**src/rtl/sampler_pkg.sv**
```systemverilog
// Shared types and constants for the weighted symbol sampler: FSM states,
// the 16-bit Galois LFSR polynomial and its step function.
package sampler_pkg;

  typedef enum logic [1:0] {
    ST_IDLE = 2'd0,
    ST_LOAD = 2'd1,
    ST_RUN  = 2'd2
  } state_e;

  // x^16 + x^14 + x^13 + x^11 + 1, right-shifting Galois form
  localparam logic [15:0] LFSR_TAPS    = 16'hB400;
  localparam logic [15:0] DEFAULT_SEED = 16'hACE1;

  function automatic logic [15:0] lfsr_step(input logic [15:0] s);
    return {1'b0, s[15:1]} ^ (s[0] ? LFSR_TAPS : 16'h0000);
  endfunction

endpackage

```
**src/rtl/weighted_symbol_sampler_lfsr16.sv**
```systemverilog
// Free-running 16-bit Galois LFSR; advances on every clock out of reset.
module lfsr16
  import sampler_pkg::*;
#(
  parameter logic [15:0] SEED = DEFAULT_SEED
) (
  input  logic        clk,
  input  logic        reset_n,
  output logic [15:0] state_o
);

  logic [15:0] state_q;

  always_ff @(posedge clk or negedge reset_n) begin
    if (!reset_n) state_q <= SEED;
    else          state_q <= lfsr_step(state_q);
  end

  assign state_o = state_q;

endmodule

```
**src/rtl/weighted_symbol_sampler.sv**
```systemverilog
// Draws a run of symbols from NUM_CAT categories by rejection sampling an LFSR
// candidate against registered prefix sums of the run-time weights.
module weighted_symbol_sampler
  import sampler_pkg::*;
#(
  parameter int          NUM_CAT = 4,
  parameter int          W       = 10,
  parameter int          TOTAL   = 1000,
  parameter logic [15:0] SEED    = DEFAULT_SEED,
  localparam int         CW      = $clog2(NUM_CAT),
  localparam int         RW      = $clog2(TOTAL)
) (
  input  logic                 clk,
  input  logic                 reset_n,
  input  logic                 cfg_valid,
  input  logic [NUM_CAT*W-1:0] cfg_weights,
  output logic                 cfg_ready,
  input  logic                 start,
  input  logic [15:0]          length,
  output logic                 busy,
  output logic                 out_valid,
  input  logic                 out_ready,
  output logic [CW-1:0]        out_sym,
  output logic                 out_last,
  output logic                 cfg_err,
  output logic [1:0]           dbg_state,
  output logic [15:0]          dbg_lfsr
);

  localparam int PW   = W + CW;
  localparam int CMPW = (PW > RW) ? PW : RW;

  state_e               state_q;
  logic [NUM_CAT*W-1:0] w_q;
  logic [PW-1:0]        psum_q [NUM_CAT];
  logic [PW-1:0]        psum_d [NUM_CAT];
  logic                 cfg_ok_q, cfg_err_q;
  logic [15:0]          len_q, count_q, count_d;
  logic                 out_valid_q, out_last_q;
  logic [CW-1:0]        out_sym_q;
  logic [15:0]          lfsr;
  logic [CMPW-1:0]      cand;
  logic                 accept, sum_bad, handshake, draw_slot;
  logic [CW-1:0]        hit_sym;

  lfsr16 #(.SEED(SEED)) u_lfsr (
    .clk     (clk),
    .reset_n (reset_n),
    .state_o (lfsr)
  );

  always_comb begin
    logic [PW-1:0] acc;
    acc = '0;
    for (int k = 0; k < NUM_CAT; k++) begin
      acc       = acc + PW'(w_q[k*W +: W]);
      psum_d[k] = acc;
    end
  end

  assign sum_bad = (psum_d[NUM_CAT-1] == '0) ||
                   (32'(psum_d[NUM_CAT-1]) > 32'(TOTAL));

  // Candidates past the final prefix sum cover both r >= TOTAL and unallocated weight.
  assign cand   = CMPW'(lfsr[RW-1:0]);
  assign accept = cand < CMPW'(psum_q[NUM_CAT-1]);

  always_comb begin
    hit_sym = '0;
    for (int k = NUM_CAT - 1; k >= 0; k--) begin
      if (cand < CMPW'(psum_q[k])) hit_sym = CW'(k);
    end
  end

  // out_valid/out_ready: a symbol transfers on any rising edge where both are
  // high; while out_valid && !out_ready the symbol and last flag are held.
  assign handshake = out_valid_q && out_ready;
  assign draw_slot = (state_q == ST_RUN) && (!out_valid_q || (out_ready && !out_last_q));
  assign count_d   = count_q + {15'd0, handshake};

  always_ff @(posedge clk or negedge reset_n) begin
    if (!reset_n) begin
      state_q     <= ST_IDLE;
      w_q         <= '0;
      for (int k = 0; k < NUM_CAT; k++) psum_q[k] <= '0;
      cfg_ok_q    <= 1'b0;
      cfg_err_q   <= 1'b0;
      len_q       <= '0;
      count_q     <= '0;
      out_valid_q <= 1'b0;
      out_last_q  <= 1'b0;
      out_sym_q   <= '0;
    end else begin
      case (state_q)
        ST_IDLE: begin
          if (cfg_valid) begin
            w_q     <= cfg_weights;
            state_q <= ST_LOAD;
          end else if (start && cfg_ok_q && (length != 16'd0)) begin
            len_q   <= length;
            count_q <= '0;
            state_q <= ST_RUN;
          end
        end
        ST_LOAD: begin
          for (int k = 0; k < NUM_CAT; k++) psum_q[k] <= psum_d[k];
          cfg_err_q <= sum_bad;
          cfg_ok_q  <= !sum_bad;
          state_q   <= ST_IDLE;
        end
        ST_RUN: begin
          count_q <= count_d;
          if (handshake && out_last_q) begin
            out_valid_q <= 1'b0;
            state_q     <= ST_IDLE;
          end else if (draw_slot) begin
            if (accept) begin
              out_valid_q <= 1'b1;
              out_sym_q   <= hit_sym;
              out_last_q  <= (count_d == (len_q - 16'd1));
            end else if (handshake) begin
              out_valid_q <= 1'b0;
            end
          end
        end
        default: state_q <= ST_IDLE;
      endcase
    end
  end

  assign cfg_ready = (state_q == ST_IDLE);
  assign busy      = (state_q != ST_IDLE);
  assign out_valid = out_valid_q;
  assign out_sym   = out_sym_q;
  assign out_last  = out_last_q;
  assign cfg_err   = cfg_err_q;
  assign dbg_state = state_q;
  assign dbg_lfsr  = lfsr;

endmodule
```
**config.mk**
```make
export PLATFORM = sky130hd
export DESIGN_NAME = weighted_symbol_sampler
export DESIGN_NICKNAME = d
export VERILOG_FILES = /design/src/rtl/sampler_pkg.sv /design/src/rtl/weighted_symbol_sampler_lfsr16.sv /design/src/rtl/weighted_symbol_sampler.sv
export SDC_FILE = /design/constraint.sdc
export NUM_CORES = 1
export LEC_CHECK = 0
export ABC_AREA = 1
export BUFFER_PORTS_ARGS = -buffer_cell sky130_fd_sc_hd__buf_4
export CORE_MARGIN = 2
export CORE_UTILIZATION = 52
export DETAILED_ROUTE_END_ITERATION = 12
export HOLD_SLACK_MARGIN = 0.02
export PLACE_DENSITY = 0.72
export SLEW_MARGIN = 20
export SYNTH_ARGS = -nofsm -noshare
export SYNTH_HDL_FRONTEND = slang
export SYNTH_SLANG_ARGS = --single-unit
```
**constraint.sdc**
```tcl
create_clock -name clk -period 5.3 [get_ports clk]
set_clock_uncertainty 0.2 [all_clocks]
set_input_delay 0.265 -clock clk [delete_from_list [all_inputs] [get_ports clk]]
set_output_delay 0.265 -clock clk [all_outputs]
set_load 0.1 [all_outputs]
```
==> run metrics <==
Hold Path Origin u_lfsr.state_o[12]; PortBufs 85; HPWL after DPL 15.5 mm; unrepaired setup endpoints after global routing false; Synth area leader dfrtp_1; number of synthesized flops with an enable pin 0; Design Area, Final 0.0106 mm²; Final setup viols 0; Synth async-reset ratio 100%; Mapped Cells 1127; Setup Fix Bufs, Post-CTS 0; Final Max Tran Viols 0; most common library cells after synthesis nand2_1, inv_1, dfrtp_1; end of the worst register-to-register path cfg_err; drt drc 0; Max Clock Freq 220 MHz; Critical Path RT 5.41 ns; clk root buf clkbuf_16; share of cells above drive strength 1 11.5%; max incr delay on CP 0.43 ns; Placed Cells 1409; via count 7655; most frequent CP cell nand3_1; critical-path cell list ha_1 > fa_1 > a31oi_1 > o21ai_0 > a31oi_1 > xnor2_1 > ha_1 > nand2_1 > nor2_1 > nand3_1 > nand3_1 > nand2_1 > nand2_1 > inv_1 > ha_1 > inv_1 > nor3_1 > nand3_1 > nand3_1 > nand3_1 > nand2_1 > nand3_1 > nand2_1 > nand3_1; final net count 1404; Least-Margin Pin Slew 0.896 ns; r2r startpoint w_q[0]; CP Buf/Inv Count 2; H-tree depth 4; CTS clk-pin slew, worst paths 0.06 ns; global-route wire length before repair 35.9 mm; drt pass-1 iters 5; Rel. slew slack 40.3%; cts bufs inserted 17; ant diodes 0; net count after synthesis 1261; Ports 86; Final min period 4.55 ns; Slowest cell on crit path fa_1; Crit path max-delay family simple AND/OR/NAND/NOR gates; yosys warns 0; initial antenna violation count 0; Min-Delay Endpoint u_lfsr.state_o[11]; Final Wtd Congestion 0.942; maxcap violations 0; core area 0.0160 mm²; Post-Layout Cell Count 1499; setup TNS 0 ns; CTS sink cnt 141; Clock Latency Late Sink 0.43 ns; Synth top area share 38.8%; Die W 132 µm; wire per inst 14.3 µm; DRT Wirelength 21.4 mm; TritonCTS clock tree yes; Mean Syn Cell Area 7.62 µm²; GRT Util Overall 25.6%; Layout area overhead 23.6%; status finished clean; Synth cell types 43; Post-CTS Hold Buffers 58; worst hold path class flip-flop to flip-flop; initial core utilization 53.7%; Remaining Overflow, GRT 0; CTS-repair resized insts 0; WP data arrival 4.66 ns; Synth Cell Area 0.00858 mm²; class of the most critical setup path flip-flop to flip-flop; Main synth FF type dfrtp_1; Worst Hold Depth 0; placed inst area 0.00945 mm²; critical path startpoint category flip-flop; Cell Rows 46; cells on worst reg2reg path 24; vias in the first global route 7373; top post-synthesis cells by area dfrtp_1, nand2_1, ha_1; flops & latches, synth 141; Max clock buf depth 2; most numerous cell in the Yosys netlist nand2_1; vias per cell 5.11; Worst Setup End Kind flip-flop; Post-DRT Antenna Nets 0; largest net degree at the start of global routing 73; die area 0.0176 mm²; Reg2Reg Setup Slack 0.75 ns; die height 132 µm; crit path max fanout 4; number of failing hold endpoints at the final stage 0; period utilization 85.8%; register area share after synthesis 41.2%; WHS 0.174 ns; Starting DRT DRC Count 513
[sequential cells by signal (all words and copies together) (netlist names)]
register	cells
count_q	16
out_sym	2
cfg_ok_q	1
out_last	1
out_valid	1
cfg_err	1
u_lfsr.state_o	16
len_q	16
w_q	40
psum_q	45
dbg_state	2
[worst max path at each step]
stage / from / end / slack [ns] / cells after the start
2_1_floorplan: dbg_state[1] / w_q[31] / 0.85 / 8
3_3_place_gp: w_q[10] / cfg_err / 0.96 / 24
3_5_place_dp: w_q[0] / cfg_err / 0.88 / 22
4_1_cts: w_q[0] / cfg_err / 0.75 / 22
5_1_grt: w_q[0] / cfg_err / 0.36 / 22
6_report: w_q[0] / cfg_err / 0.75 / 24
[cells by family after synthesis]
logic type	after synthesis	share of synthesized area, %
fa+ha+maj	73	10.9
flops	141	41.2
compound gates	138	8.95
buf+inv	169	7.46
simple gates	562	27.0
xor+xnor	44	4.49
[per-layer routing]
metal | share of wire (%) | routed length, µm | global-route usage (%)
met5 | 0 | 0 | 0
met1 | 46 | 9840 | 33.8
met4 | 2.3 | 488 | 8.90
met3 | 3.7 | 793 | 4.41
met2 | 48 | 10300 | 42.7
[layout by cell type (no fill, tap or decap), types with 2 or more instances in the layout]
master	instances
dlygate4sd3_1	58
a31oi_1	4
nor4_1	4
dfstp_2	8
o21ai_1	2
nor2_2	3
nor2_4	2
clkinv_2	3
clkinvlp_4	3
nor3_1	11
or2_2	3
nand3_1	54
nand2_1	397
inv_2	3
o21a_1	4
o211ai_1	3
dfrtp_1	133
fa_1	3
nor2_1	62
o311ai_0	2
xnor2_1	13
clkbuf_16	17
ha_1	70
buf_4	89
nand4_1	18
bufinv_16	2
xor2_1	31
o21bai_1	2
inv_1	141
o21ai_0	72
nand3_2	3
a21o_1	2
a21oi_1	30
clkinv_4	4
o22ai_1	11
[metrics by stage]
step | utilization, % | worst slack, ns
final | 66.3 | 0.755
after detailed placement | 59.0 | 0.876
after global placement | 59.0 | 0.963
after CTS | 66.3 | 0.754
after floorplan | - | 0.852
after global routing | 66.3 | 0.359
[worst register-to-register path, stage by stage (launching register included)]
cell     delay (ns)
dfrtp_1        0.41
ha_1           0.23
fa_1           0.43
a31oi_1        0.32
o21ai_0        0.20
a31oi_1        0.20
xnor2_1        0.15
ha_1           0.34
nand2_1        0.08
nor2_1         0.14
nand3_1        0.14
nand3_1        0.11
nand2_1        0.06
nand2_1        0.07
inv_1          0.05
ha_1           0.32
inv_1          0.08
nor3_1         0.23
nand3_1        0.10
nand3_1        0.13
nand3_1        0.08
nand2_1        0.12
nand3_1        0.08
nand2_1        0.06
nand3_1        0.07
[final cells by class]
class / count / area [µm²]
Clock buffer: 19 / 443
Clock inverter: 13 / 141
Fill cell: 1367 / 5390
Inverter: 145 / 544
Multi-Input combinational cell: 817 / 4410
Sequential cell: 141 / 3540
Tap cell: 216 / 270
Timing Repair Buffer: 148 / 1260
Power is left out: the tool's default activity adds up to more than one toggle a clock period on the data nets, which glitch-free logic cannot reach.
